===== config.mk =====
export PLATFORM = sky130hd
export DESIGN_NAME = mem_access
export DESIGN_NICKNAME = d
export VERILOG_FILES = /design/src/rtl/mem_access.sv
export SDC_FILE = /design/constraint.sdc
export NUM_CORES = 1
export LEC_CHECK = 0
export BUFFER_PORTS_ARGS = -buffer_cell sky130_fd_sc_hd__buf_2
export CAP_MARGIN = 20
export CORE_AREA = 3 3 148 150
export CTS_CLUSTER_DIAMETER = 200
export DETAILED_ROUTE_END_ITERATION = 16
export DIE_AREA = 0 0 151 153
export PLACE_DENSITY_LB_ADDON = 0.05
export SLEW_MARGIN = 25
export SYNTH_ARGS = -nofsm -noshare
export SYNTH_HDL_FRONTEND = slang
export SYNTH_SLANG_ARGS = --single-unit

===== constraint.sdc =====
create_clock -name clk -period 3.55 [get_ports clk]
set_input_delay 0 -clock clk [delete_from_list [all_inputs] [get_ports clk]]
set_output_delay 0 -clock clk [all_outputs]
set_load 0.005 [all_outputs]

===== src/rtl/mem_access.sv =====
// Memory-access stage between EX and WB: req/ack data-memory bus, store lane alignment, load extension.
// Optional macro MEM_MISALIGN_TRAP_EN turns misaligned H/HU/W accesses into bus-less misalign completions.
module mem_access #(
    parameter int ADDR_W = 32
) (
    input  logic              clk,
    input  logic              rst_n,
    input  logic              ex_valid,
    output logic              ex_ready,
    input  logic              MemRead,
    input  logic              MemWrite,
    input  logic [2:0]        MemType,
    input  logic [31:0]       ALUOut_in,
    input  logic [31:0]       StoreData,
    input  logic [31:0]       pc4_in,
    input  logic [31:0]       COMPExOut_in,
    input  logic [1:0]        RWSel_in,
    input  logic              RegWe_in,
    input  logic [4:0]        Rd_in,
    output logic              mem_req,
    output logic              mem_we,
    output logic [ADDR_W-1:0] mem_addr,
    output logic [3:0]        mem_be,
    output logic [31:0]       mem_wdata,
    input  logic              mem_ack,
    input  logic [31:0]       mem_rdata,
    output logic              wb_valid,
    output logic [31:0]       pc4,
    output logic [31:0]       COMPExOut,
    output logic [31:0]       ALUOut,
    output logic [31:0]       DRAMRd,
    output logic [1:0]        RWSel,
    output logic              RegWe,
    output logic [4:0]        Rd,
    output logic              misalign
);

    typedef enum logic {IDLE, BUSY} state_t;

    state_t      r_state;
    logic [1:0]  r_size;
    logic [1:0]  r_lane;
    logic        r_unsigned;
    logic        r_is_load;
    logic        r_regwe;

    logic        w_fire;
    logic        w_is_mem;
    logic [1:0]  w_size;
    logic [1:0]  w_lane;
    logic        w_regwe;
    logic        w_misalign;
    logic        w_trap;

    // Access size code: 0 = byte, 1 = half, 2 = word; undefined funct3 values fall into word.
    function automatic logic [1:0] size_of(input logic [2:0] mt);
        logic [1:0] s;
        if (mt[1])      s = 2'd2;
        else if (mt[0]) s = 2'd1;
        else            s = 2'd0;
        return s;
    endfunction

    function automatic logic [3:0] byte_en(input logic [1:0] size, input logic [1:0] lane,
                                           input logic is_store);
        logic [3:0] be;
        if (!is_store)        be = 4'b1111;
        else if (size == 2'd0) be = 4'b0001 << lane;
        else if (size == 2'd1) be = lane[1] ? 4'b1100 : 4'b0011;
        else                   be = 4'b1111;
        return be;
    endfunction

    function automatic logic [31:0] align_wdata(input logic [1:0] size, input logic [31:0] sd);
        logic [31:0] wd;
        if (size == 2'd0)      wd = {4{sd[7:0]}};
        else if (size == 2'd1) wd = {2{sd[15:0]}};
        else                   wd = sd;
        return wd;
    endfunction

    function automatic logic [31:0] load_extract(input logic [1:0] size, input logic uns,
                                                 input logic [1:0] lane, input logic [31:0] rd);
        logic [7:0]  b;
        logic [15:0] h;
        logic [31:0] res;
        b = rd[8*lane +: 8];
        h = lane[1] ? rd[31:16] : rd[15:0];
        if (size == 2'd0)      res = uns ? {24'd0, b} : {{24{b[7]}}, b};
        else if (size == 2'd1) res = uns ? {16'd0, h} : {{16{h[15]}}, h};
        else                   res = rd;
        return res;
    endfunction

    assign ex_ready = (r_state == IDLE);
    assign w_fire   = ex_valid & ex_ready;
    assign w_is_mem = MemRead | MemWrite;
    assign w_size   = size_of(MemType);
    assign w_lane   = ALUOut_in[1:0];
    // Stores and writes to x0 never update the register file.
    assign w_regwe  = RegWe_in & (Rd_in != 5'd0) & ~MemWrite;

`ifdef MEM_MISALIGN_TRAP_EN
    assign w_misalign = ((w_size == 2'd1) & w_lane[0]) | ((w_size == 2'd2) & (w_lane != 2'd0));
`else
    assign w_misalign = 1'b0;
`endif
    assign w_trap = w_is_mem & w_misalign;

`ifdef MEM_MISALIGN_TRAP_EN
    logic r_misalign;
    assign misalign = r_misalign;
`else
    assign misalign = 1'b0;
`endif

    always_ff @(posedge clk) begin
        if (!rst_n) begin
            r_state    <= IDLE;
            r_size     <= 2'd0;
            r_lane     <= 2'd0;
            r_unsigned <= 1'b0;
            r_is_load  <= 1'b0;
            r_regwe    <= 1'b0;
            mem_req    <= 1'b0;
            mem_we     <= 1'b0;
            mem_addr   <= '0;
            mem_be     <= 4'd0;
            mem_wdata  <= 32'd0;
            wb_valid   <= 1'b0;
            pc4        <= 32'd0;
            COMPExOut  <= 32'd0;
            ALUOut     <= 32'd0;
            DRAMRd     <= 32'd0;
            RWSel      <= 2'd0;
            RegWe      <= 1'b0;
            Rd         <= 5'd0;
`ifdef MEM_MISALIGN_TRAP_EN
            r_misalign <= 1'b0;
`endif
        end else begin
            wb_valid <= 1'b0;
            RegWe    <= 1'b0;
`ifdef MEM_MISALIGN_TRAP_EN
            r_misalign <= 1'b0;
`endif
            case (r_state)
                IDLE: begin
                    if (w_fire) begin
                        pc4       <= pc4_in;
                        COMPExOut <= COMPExOut_in;
                        ALUOut    <= ALUOut_in;
                        RWSel     <= RWSel_in;
                        Rd        <= Rd_in;
                        if (w_is_mem && !w_trap) begin
                            r_state    <= BUSY;
                            r_size     <= w_size;
                            r_lane     <= w_lane;
                            r_unsigned <= MemType[2] & ~MemType[1];
                            r_is_load  <= ~MemWrite;
                            r_regwe    <= w_regwe;
                            mem_req    <= 1'b1;
                            mem_we     <= MemWrite;
                            mem_addr   <= {ALUOut_in[ADDR_W-1:2], 2'b00};
                            mem_be     <= byte_en(w_size, w_lane, MemWrite);
                            mem_wdata  <= align_wdata(w_size, StoreData);
                        end else begin
                            wb_valid <= 1'b1;
                            DRAMRd   <= 32'd0;
                            RegWe    <= w_regwe & ~w_trap;
`ifdef MEM_MISALIGN_TRAP_EN
                            r_misalign <= w_trap;
`endif
                        end
                    end
                end
                BUSY: begin
                    // Bus signals stay frozen until the memory acknowledges.
                    if (mem_ack) begin
                        r_state  <= IDLE;
                        mem_req  <= 1'b0;
                        mem_we   <= 1'b0;
                        mem_be   <= 4'd0;
                        wb_valid <= 1'b1;
                        RegWe    <= r_regwe;
                        DRAMRd   <= r_is_load ? load_extract(r_size, r_unsigned, r_lane, mem_rdata)
                                              : 32'd0;
                    end
                end
                default: r_state <= IDLE;
            endcase
        end
    end

endmodule


==> impl_summary.log, run 1 <==
INFO  metric initialDrtViolationCount = 378
INFO  metric synth.yosys.seq_area_share = 48.44%
INFO  metric antenna_violations_before_repair = 0
INFO  metric htreeDepth = 1
INFO  metric worst_setup_hold_path_clk_slew = 60 ps
INFO  metric grt_setup_unrepaired = false
INFO  metric numCtsBuffers = 24
INFO  metric ys_seq_elements = 213
INFO  metric total_wire_length = 30320 um
INFO  metric maxClockFrequency = 374.0 MHz
INFO  metric pwr-share-seq = 42.9%
INFO  metric final_core_util = 64.94%
INFO  metric via_per_inst = 4.910
INFO  metric number_of_global_route_vias_before_repair = 9108
INFO  metric average_cell_area_after_synthesis = 8.648 um^2
INFO  metric power_switching = 1486 uW
INFO  metric clock_tree.buffer_depth = 3
INFO  metric finalMaxSlewViolations = 0
INFO  metric worst_slew_margin_rel = 39.02%
INFO  metric startpoint_type = register
INFO  metric grtUsageTotal = 25.22%
INFO  metric tritoncts_num_sinks = 213
INFO  metric share_clk_of_total_power = 42.2%
INFO  metric post_cts.repair.setup_buffers = 0
INFO  metric grt.overflow.total = 0
INFO  metric cellLeakagePower = 0.006350 uW
INFO  metric critical_path.max_fanout = 35
INFO  metric synthFlopType = dfxtp_1
INFO  metric layout_worst_path_cycle_share = 75.31%
INFO  metric drt_pass_1_iters = 5
INFO  metric root_buffer = clkbuf_16
INFO  metric end_kind = register
INFO  metric antenna_cells = 0
INFO  metric period_needed = 2674 ps
INFO  metric layout.area.seq = 4264 um^2
INFO  metric std_cell_rows = 53
INFO  metric drt_drc_violations_left = 0
INFO  metric comb_power_share = 14.9%
INFO  metric grt_max_degree = 104
INFO  metric wp_data_required = 3940 ps
INFO  metric nFillCells = 1808
INFO  metric grt_pass1_wl = 47430 um
INFO  metric clock_latency = 510 ps
INFO  metric post_route_cells_drive_above_1_share = 28.41%
INFO  metric wl_per_cell = 16.50 um
INFO  metric floorplan.die.height = 153 um
INFO  metric hold_class = in -> reg
INFO  metric synth.distinct_cells = 37
INFO  metric worst-endpoint-arrival = 3070 ps
INFO  metric setup-tns-final = 0 ps
INFO  metric cellInternalPower = 4571 uW
INFO  metric design.portCount = 386
INFO  metric outcome = completed
INFO  metric endpoints_failing_hold = 0
INFO  metric p_sw_share = 24.54%
INFO  metric syn-cell-area = 8803 um^2
INFO  metric multi_input_comb_area = 4104 um^2
INFO  metric cts.repair.resized = 0
INFO  metric remaining_antenna_violation_count = 0
INFO  metric cts_tree = done
INFO  metric gp_routability_congestion = 0.8140
INFO  metric finalClockSkew = 6.996 ps
INFO  metric syn2layout_area_growth = 53.60%
INFO  metric fp.dieArea = 23100 um^2
INFO  metric worst_vdd_ir = 451.1 uV
INFO  metric via_count = 9025
INFO  metric total_power = 6057 uW
INFO  metric post-dp-hpwl = 19860 um
INFO  metric core_region_area = 20820 um^2
INFO  metric syn-instance-count = 1018
INFO  metric chipWidth = 151 um
INFO  metric crit_type = reg -> reg
INFO  metric synthesis.yosys.warnings = 0
INFO  metric numPortBuffers = 382
INFO  metric pwr_density_cell = 448.0 nW/um^2
INFO  metric final_net_count = 1723
INFO  metric total_of_max_cap_violations = 0
INFO  metric worstMarginPinSlew = 911.3 ps
INFO  metric synth_edf_count = 0
INFO  metric setup_viol = 0
INFO  metric synth-async-reset-ratio = 0%
INFO  metric floorplan.initialDensity = 42.28%
## critical path, cell delays in order, from the launching register on
cell	delay (ps)
dfxtp_1	390
nor2b_4	650
o21ai_4	440
buf_4	370
nand2_1	100
a21boi_1	60
dlygate4sd3_1	550
## routing by layer
layer  global-route usage (%)  share of wire (%)  wire length [um]  up-vias
li1                         -                  -                 -     4463
met1                    29.75                 40             12000     4153
met2                    43.85                 49             14740      331
met3                    6.167                7.8              2358       78
met4                    9.715                4.0              1225        0
met5                        0                  0                 0        -
## kinds of logic (layout without fill, tap and decap cells)
logic type	Yosys count	count (layout)	synth area share, %
simple gates	410	410	19.22
buf+inv	97	640	5.344
other cells	1	3	0.04260
flops	213	213	48.44
compound gates	272	272	23.12
mux	25	25	3.837
## cell usage after synthesis, types with 13 or more instances
| cell | count | area share (%) |
|---|---|---|
| nand2_1 | 340 | 14 |
| dfxtp_1 | 213 | 48 |
| a21boi_0 | 143 | 12 |
| buf_2 | 37 | 2.1 |
| clkbuf_1 | 36 | 1.5 |
| nor2b_1 | 29 | 2.1 |
| o21ai_0 | 23 | 1.3 |
| o2bb2ai_1 | 23 | 2.3 |
| a21boi_1 | 19 | 1.6 |
| mux2i_1 | 18 | 2.0 |
| o211a_1 | 16 | 1.8 |
| o22ai_1 | 16 | 1.1 |
| nand3_1 | 13 | 0.74 |
## sequential cells by signal, summed over array words and instances, names as in the netlist, 2 cells and up
register and cells:
mem_addr 30, mem_wdata 32, r_lane 2, DRAMRd 32, r_size 2, COMPExOut 32
mem_be 4, Rd 5, pc4 32, ALUOut 32, RWSel 2
## area by class of cell
type                            count  share of cell area, %
Sequential cell                   213                  31.54
Multi-Input combinational cell    710                  30.35
Timing Repair Buffer              587                  29.25
Clock buffer                       36                  5.228
Tap cell                          275                  2.545
Clock inverter                      7                 0.8143
Inverter                           10                 0.2776
## layout by cell type (no fill, tap or decap), drive strengths merged, types with 4 or more instances in the layout
master	Yosys	routed
nand3	13	13
a21boi	162	162
clkbuf	36	36
o2bb2ai	23	23
nor2	13	13
mux2i	18	18
a22o	10	10
clkinv	0	4
o211a	16	16
o21ai	24	24
nand2	340	340
a21oi	13	13
o22ai	16	16
mux4	7	7
nor2b	29	29
a221o	7	7
dfxtp	213	213
dlygate4sd3	0	194
buf	51	393
inv	10	10
## final timing paths
path,slack [ps],endpoint,from,cells after the start
worst max-delay path,880,mem_addr[30]$_SDFFE_PN0P_,r_state$_SDFF_PN0_,6
worst min-delay path,50,r_size[0]$_SDFFE_PN0P_,MemType[0],3
worst max register to register,880,mem_addr[30]$_SDFFE_PN0P_,r_state$_SDFF_PN0_,6
worst min register to register,450,mem_wdata[24]$_SDFFE_PN0P_,mem_wdata[24]$_SDFFE_PN0P_,2
## through the flow
stage / setup WS, ps / area [um^2] / hold WS [ps] / cells
floorplan: 2146 / 8811 / 134.8 / 1020
global placement: 1448 / 10760 / 252.6 / 1601
detailed placement: 1385 / 10760 / 259.0 / 1601
CTS: 853.7 / 13520 / 48.01 / 1838
global route: 676.8 / 13520 / 80.55 / 1838
finish: 876.5 / 13520 / 50.90 / 1838
## timing repair
item / in CTS / in global routing
hold buffers: 194 / 0
setup endpoints to repair: 0 / 0
hold endpoints to repair: 213 / 0
## power by group through the flow
stage,Clock (uW),Sequential (uW),Combinational [uW]
after floorplan,0,2650,381
after global placement,0,2640,726
after detailed placement,0,2650,732
after CTS,2610,2600,903
after global routing,2710,2610,1000
final,2560,2600,903
Note: power is estimated with default switching activity, not from simulation.
==> run 2, diff against run 1 <==
- clock period: 3.55 -> 2.7 ns (I/O delays scaled with it)
==> impl_summary.log, run 2 (synthesis results as in run 1) <==
INFO  metric clock_tree.buffer_depth = 3 (unchanged)
INFO  metric layout.area.seq = 4264 um^2 (unchanged)
INFO  metric finalMaxSlewViolations = 0 (unchanged)
INFO  metric timing.critical_path.slowest_cell_delay = 620 ps (-30 ps)
INFO  metric floorplan.initialDensity = 42.28% (unchanged)
INFO  metric syn2layout_area_growth = 52.23%
INFO  metric timing.reg2reg.setup_slack = 220 ps (-650 ps)
INFO  metric number_of_cells_traversed_by_the_worst_hold_path = 3 (unchanged)
INFO  metric most_common_cell_after_layout_fill_and_taps_aside = buf_2
INFO  metric design.portCount = 386 (unchanged)
INFO  metric remaining_antenna_violation_count = 0 (unchanged)
INFO  metric setup_viol = 0 (unchanged)
INFO  metric pwr-share-seq = 43.4% (+0.5 points)
INFO  metric total_wire_length = 29740 um (-1.9%)
INFO  metric cellLeakagePower = 0.006279 uW (-1.1%)
INFO  metric chipWidth = 151 um (unchanged)
INFO  metric period_needed = 2478 ps (-195.3 ps)
INFO  metric crit_type = reg -> reg
INFO  metric cts_tree = done
INFO  metric htreeDepth = 1 (unchanged)
INFO  metric critical_path.reg2reg.startpoint = r_size[1]$_SDFFE_PN0P_
INFO  metric worstMarginPinSlew = 943.1 ps (+31.82 ps)
INFO  metric clock_latency = 500 ps (about the same)
INFO  metric tritoncts_num_sinks = 213 (unchanged)
INFO  metric total_of_max_cap_violations = 0 (unchanged)
INFO  metric rr_worst_depth = 5 (-1)
INFO  metric endpoints_failing_hold = 0 (unchanged)
INFO  metric comb_power_share = 15.0% (about the same)
INFO  metric gp_routability_congestion = 0.8277 (+1.7%)
INFO  metric post_cts.repair.setup_buffers = 0 (unchanged)
INFO  metric grt_setup_unrepaired = false
INFO  metric layout_worst_path_cycle_share = 91.78% (+16 points)
INFO  metric via_per_inst = 4.837 (-1.5%)
INFO  metric cts_hold_bufs = 182 (-6.2%)
INFO  metric worst_vdd_ir = 419.1 uV (-7.1%)
INFO  metric post_route_cells_drive_above_1_share = 28.65% (+0.25 points)
INFO  metric fp.dieArea = 23100 um^2 (unchanged)
INFO  metric worst_setup_hold_path_clk_slew = 60 ps (about the same)
INFO  metric final_cell_mix = 381 x buf_2, 340 x nand2_1, 213 x dfxtp_1, 182 x dlygate4sd3_1, 143 x a21boi_0
INFO  metric via_count = 8851 (-1.9%)
INFO  metric whs_endpoint = r_size[0]$_SDFFE_PN0P_
INFO  metric grt.overflow.total = 0 (unchanged)
INFO  metric pwr_density_cell = 586.1 nW/um^2 (+31%)
INFO  metric cellInternalPower = 5911 uW (+29%)
INFO  metric maxClockFrequency = 403.5 MHz (+7.9%)
INFO  metric path_cells = nand2b_1 > o22ai_1 > a221o_1 > o2bb2ai_1 > dlygate4sd3_1
INFO  metric p_sw_share = 24.74% (+0.20 points)
INFO  metric place_ws = 747.8 ps (-636.8 ps)
INFO  metric grt_max_degree = 183 (+76%)
INFO  metric worst_hold_startpoint = MemType[0]
INFO  metric setup-tns-final = 0 ps (unchanged)
INFO  metric multi_input_comb_area = 4104 um^2 (unchanged)
INFO  metric wl_per_cell = 16.25 um (-1.5%)
INFO  metric numPortBuffers = 382 (unchanged)
INFO  metric floorplan.die.height = 153 um (unchanged)
INFO  metric drt_drc_violations_left = 0 (unchanged)
INFO  metric startpoint_type = register
INFO  metric worst-endpoint-arrival = 2930 ps (-140 ps)
INFO  metric root_buffer = clkbuf_16
INFO  metric antenna_violations_before_repair = 3 (+3)
INFO  metric grt_pass1_wl = 46010 um (-3.0%)
INFO  metric finalClockSkew = 6.322 ps (-0.6742 ps)
INFO  metric slowest_cp_cell = dfxtp_1
INFO  metric hold_class = in -> reg
INFO  metric numCtsBuffers = 24 (unchanged)
INFO  metric share_clk_of_total_power = 41.6% (-0.6 points)
INFO  metric std_cell_rows = 53 (unchanged)
INFO  metric end_kind = register
INFO  metric initialDrtViolationCount = 405 (+7.1%)
INFO  metric final_net_count = 1712 (-0.64%)
INFO  metric drt_pass_1_iters = 4 (-1)
INFO  metric critical_path.max_fanout = 17 (-51%)
INFO  metric post-dp-hpwl = 19580 um (-1.4%)
INFO  metric worst_slew_margin_rel = 36.89% (-2.1 points)
INFO  metric setup_ws = 221.8 ps (-654.7 ps)
INFO  metric power_switching = 1943 uW (+31%)
INFO  metric cts.repair.resized = 0 (unchanged)
INFO  metric grtUsageTotal = 24.40% (-0.82 points)
INFO  metric worst_r2r_endpoint = DRAMRd[0]$_SDFFE_PN0P_
INFO  metric wp_data_required = 3150 ps (-790 ps)
INFO  metric number_of_global_route_vias_before_repair = 8611 (-5.5%)
INFO  metric core_region_area = 20820 um^2 (unchanged)
INFO  metric nFillCells = 1834 (+1.4%)
INFO  metric outcome = completed
## run 2: power groups by stage
| stage | combinational, uW | sequential, uW | clock, uW |
|---|---|---|---|
| finish | 1170 | 3410 | 3270 |
| global route | 1300 | 3430 | 3480 |
| CTS | 1180 | 3410 | 3360 |
| detailed placement | 969 | 3480 | 0 |
| global placement | 965 | 3470 | 0 |
| floorplan | 502 | 3480 | 0 |
## run 2: how the worst max path moves through the flow
| stage | end | startpoint |
|---|---|---|
| detailed placement | DRAMRd[14]$_SDFFE_PN0P_ | r_state$_SDFF_PN0_ |
| finish | DRAMRd[0]$_SDFFE_PN0P_ | r_size[1]$_SDFFE_PN0P_ |
| global route | DRAMRd[2]$_SDFFE_PN0P_ | r_size[1]$_SDFFE_PN0P_ |
| CTS | DRAMRd[2]$_SDFFE_PN0P_ | r_size[1]$_SDFFE_PN0P_ |
| global placement | DRAMRd[12]$_SDFFE_PN0P_ | r_state$_SDFF_PN0_ |
| floorplan | DRAMRd[10]$_SDFFE_PN0P_ | r_state$_SDFF_PN0_ |
## run 2: metrics by stage
stage | total power (uW) | hold WS, ps | std cells | utilization (%) | instance area [um^2]
2_1_floorplan | 3985 | 134.8 | 1020 | - | 8811
3_3_place_gp | 4438 | 252.0 | 1602 | 51.77 | 10780
3_5_place_dp | 4446 | 257.3 | 1602 | 51.77 | 10780
4_1_cts | 7950 | 11.75 | 1828 | 64.34 | 13400
5_1_grt | 8215 | 36.97 | 1830 | 64.36 | 13400
6_report | 7854 | 41.78 | 1830 | 64.36 | 13400
## run 2: area by class of cell
class                   instances  area share, %
flip-flops and latches        213          31.82
multi-input cells             710          30.62
repair buffers                576          28.74
clock buffers                  37          5.303
well taps                     275          2.567
clock inverters                 7         0.6349
inverters                      10         0.2801
diodes                          2        0.03734
## run 2: critical path, delay by kind of cell (launching register included)
family	cells	cell delay (ps)
flops	1	620
simple gates	1	610
compound gates	3	620
buf+inv	1	560
## run 2: per-layer routing
metal  vias up  track usage (%)  wire length (um)
met3        70            6.256              2340
met4         2            8.765              1051
met1      4032            29.62             12200
li1       4447                -                 -
met5         -                0                13
met2       300            41.56             14140
==> run 3, diff against run 2 <==
==> constraint.sdc (replaced) <==
create_clock -name clk -period 2.7 [get_ports clk]
set_input_delay 0.27 -clock clk [delete_from_list [all_inputs] [get_ports clk]]
set_output_delay 0.27 -clock clk [all_outputs]
set_load 0.005 [all_outputs]
==> impl_summary.log, run 3 (synthesis results as in run 1) <==
INFO  metric crit_type = reg -> reg
INFO  metric setup-tns-final = 0 ps (unchanged)
INFO  metric path_cells = nand4_2 > a21oi_2 > nor2b_1 > a22o_1
INFO  metric final_net_count = 1575 (-8.0%)
INFO  metric wl_per_cell = 16.49 um (+1.5%)
INFO  metric layout_worst_path_cycle_share = 74.38% (-17 points)
INFO  metric cell_family_contributing_the_most_delay_on_the_critical_path = simple AND/OR/NAND/NOR gates
INFO  metric core_region_area = 20820 um^2 (unchanged)
INFO  metric via_per_inst = 4.917 (+1.7%)
INFO  metric floorplan.initialDensity = 42.28% (unchanged)
INFO  metric period_needed = 2008 ps (-469.9 ps)
INFO  metric worst_vdd_ir = 446.4 uV (+6.5%)
INFO  metric number_of_global_route_vias_before_repair = 7856 (-8.8%)
INFO  metric initialDrtViolationCount = 326 (-20%)
INFO  metric post_route_cells_drive_above_1_share = 32.01% (+3.4 points)
INFO  metric p_sw_share = 23.62% (-1.1 points)
INFO  metric drt_pass_1_iters = 4 (unchanged)
INFO  metric grtUsageTotal = 22.64% (-1.8 points)
INFO  metric design.portCount = 386 (unchanged)
INFO  metric multi_input_comb_area = 4104 um^2 (unchanged)
INFO  metric antenna_violations_before_repair = 6 (+3)
INFO  metric pwr-share-seq = 42.2% (-1.2 points)
INFO  metric worst_slew_margin_rel = 38.01% (+1.1 points)
INFO  metric floorplan.die.height = 153 um (unchanged)
INFO  metric final_core_util = 58.53% (-5.8 points)
INFO  metric hold_class = in -> reg
INFO  metric worstMarginPinSlew = 926.3 ps (-16.83 ps)
INFO  metric cellInternalPower = 6174 uW (+4.5%)
INFO  metric share_clk_of_total_power = 45.1% (+3.5 points)
INFO  metric critical_path.max_fanout = 9 (-8)
INFO  metric finalClockSkew = 8.806 ps (+2.483 ps)
INFO  metric numCtsBuffers = 24 (unchanged)
INFO  metric via_count = 8320 (-6.0%)
INFO  metric gp_routability_congestion = 0.8278 (about the same)
INFO  metric pwr_density_cell = 663.2 nW/um^2 (+13%)
INFO  metric cts.repair.resized = 0 (unchanged)
INFO  metric nFillCells = 1949 (+6.3%)
INFO  metric total_wire_length = 27910 um (-6.2%)
INFO  metric maxClockFrequency = 498.0 MHz (+23%)
INFO  metric outcome = completed
INFO  metric startpoint_type = register
INFO  metric final_cell_mix = 381 x buf_2, 340 x nand2_1, 213 x dfxtp_1, 143 x a21boi_0, 42 x dlygate4sd3_1
INFO  metric fp.dieArea = 23100 um^2 (unchanged)
INFO  metric worst-endpoint-arrival = 2460 ps (-470 ps)
INFO  metric std_cell_rows = 53 (unchanged)
INFO  metric path_buf_inv = 0 (-1)
INFO  metric dp_cells = 1605 (+0.19%)
INFO  metric end_kind = register
INFO  metric clock_latency = 510 ps (about the same)
INFO  metric worst_setup_hold_path_clk_slew = 60 ps (about the same)
INFO  metric grt_pass1_wl = 42590 um (-7.4%)
INFO  metric comb_power_share = 12.7% (-2.3 points)
INFO  metric fin_cells = 1692 (-7.5%)
INFO  metric most_common_cell_after_layout_fill_and_taps_aside = buf_2
INFO  metric cts_tree = done
INFO  metric power_switching = 1909 uW (-1.7%)
INFO  metric cellLeakagePower = 0.005764 uW (-8.2%)
INFO  metric grt_max_degree = 183 (unchanged)
INFO  metric clock_tree.buffer_depth = 3 (unchanged)
INFO  metric drt_drc_violations_left = 0 (unchanged)
INFO  metric post-dp-hpwl = 19750 um (+0.85%)
INFO  metric grt.overflow.total = 0 (unchanged)
INFO  metric chipWidth = 151 um (unchanged)
INFO  metric htreeDepth = 1 (unchanged)
INFO  metric remaining_antenna_violation_count = 0 (unchanged)
INFO  metric root_buffer = clkbuf_16
INFO  metric finalMaxSlewViolations = 0 (unchanged)
INFO  metric total_of_max_cap_violations = 0 (unchanged)
INFO  metric timing.critical_path.slowest_cell_delay = 560 ps (-60 ps)
INFO  metric tritoncts_num_sinks = 213 (unchanged)
INFO  metric endpoints_failing_hold = 0 (unchanged)
INFO  metric numPortBuffers = 382 (unchanged)
INFO  metric grt_setup_unrepaired = false
INFO  metric slowest_cp_cell = nor2b_1
INFO  metric syn2layout_area_growth = 38.44%
INFO  metric layout.area.seq = 4264 um^2 (unchanged)
INFO  metric wp_data_required = 3150 ps (about the same)
INFO  metric setup_viol = 0 (unchanged)
run 3: changes by cell type in the layout (fill, tap and decap cells not counted), sizes merged:
cell         previous run  this run
dlygate4sd3           182        42
clkinv                  5         2
clkbuf                 37        35
bufinv                  2         5
buf                   394       397
clkinvlp                0         1
run 3: area by class of cell:
type	instances	share of cell area [%]
flip-flops and latches	213	34.99
clock buffers	35	6.098
diodes	2	0.04106
repair buffers	439	20.70
multi-input cells	710	33.67
inverters	10	0.3080
clock inverters	8	1.376
well taps	275	2.823
run 3: repair_timing:
item,CTS,global route
buffers inserted,0,0
hold buffers,42,0
hold endpoints to repair,42,0
endpoints found under the setup margin,0,0
run 3: per-stage QoR:
stage          hold slack, ps  total power (uW)  setup WS, ps  instance area, um^2
2_1_floorplan           404.8              3985          1296                 8811
3_3_place_gp            437.4              4453         774.5                10850
3_5_place_dp            443.7              4466         660.7                10850
4_1_cts                0.7668              8180         651.3                12180
5_1_grt                 9.577              8435         533.4                12190
6_report                20.02              8083         691.8                12190
run 3: routing by layer:
metal | part of all wire, % | vias up | GRT usage (%)
li1 | - | 4183 | -
met1 | 41 | 3797 | 27.48
met2 | 47 | 284 | 38.24
met3 | 9.3 | 48 | 7.115
met4 | 2.6 | 8 | 6.865
met5 | 0.17 | - | 0
run 3: path summary, 6_finish.rpt:
path,slack [ps],cells after the start,endpoint,startpoint
max,690,4,DRAMRd[15]$_SDFFE_PN0P_,r_state$_SDFF_PN0_
min,20,3,COMPExOut[10]$_SDFFE_PN0P_,COMPExOut_in[10]
max reg2reg,690,4,DRAMRd[15]$_SDFFE_PN0P_,r_state$_SDFF_PN0_
min reg2reg,450,2,mem_addr[26]$_SDFFE_PN0P_,mem_addr[26]$_SDFFE_PN0P_
run 3: power by group through the flow:
stage,Combinational [uW],Sequential (uW),Clock (uW)
final,1030,3410,3650
after global routing,1140,3430,3860
after CTS,1040,3410,3730
after detailed placement,989,3480,0
after global placement,984,3470,0
after floorplan,502,3480,0
run 3: worst reg2reg max path, stage by stage (launching register included):
cell	delay, ps
dfxtp_1	510
nand4_2	380
a21oi_2	290
nor2b_1	560
a22o_1	210
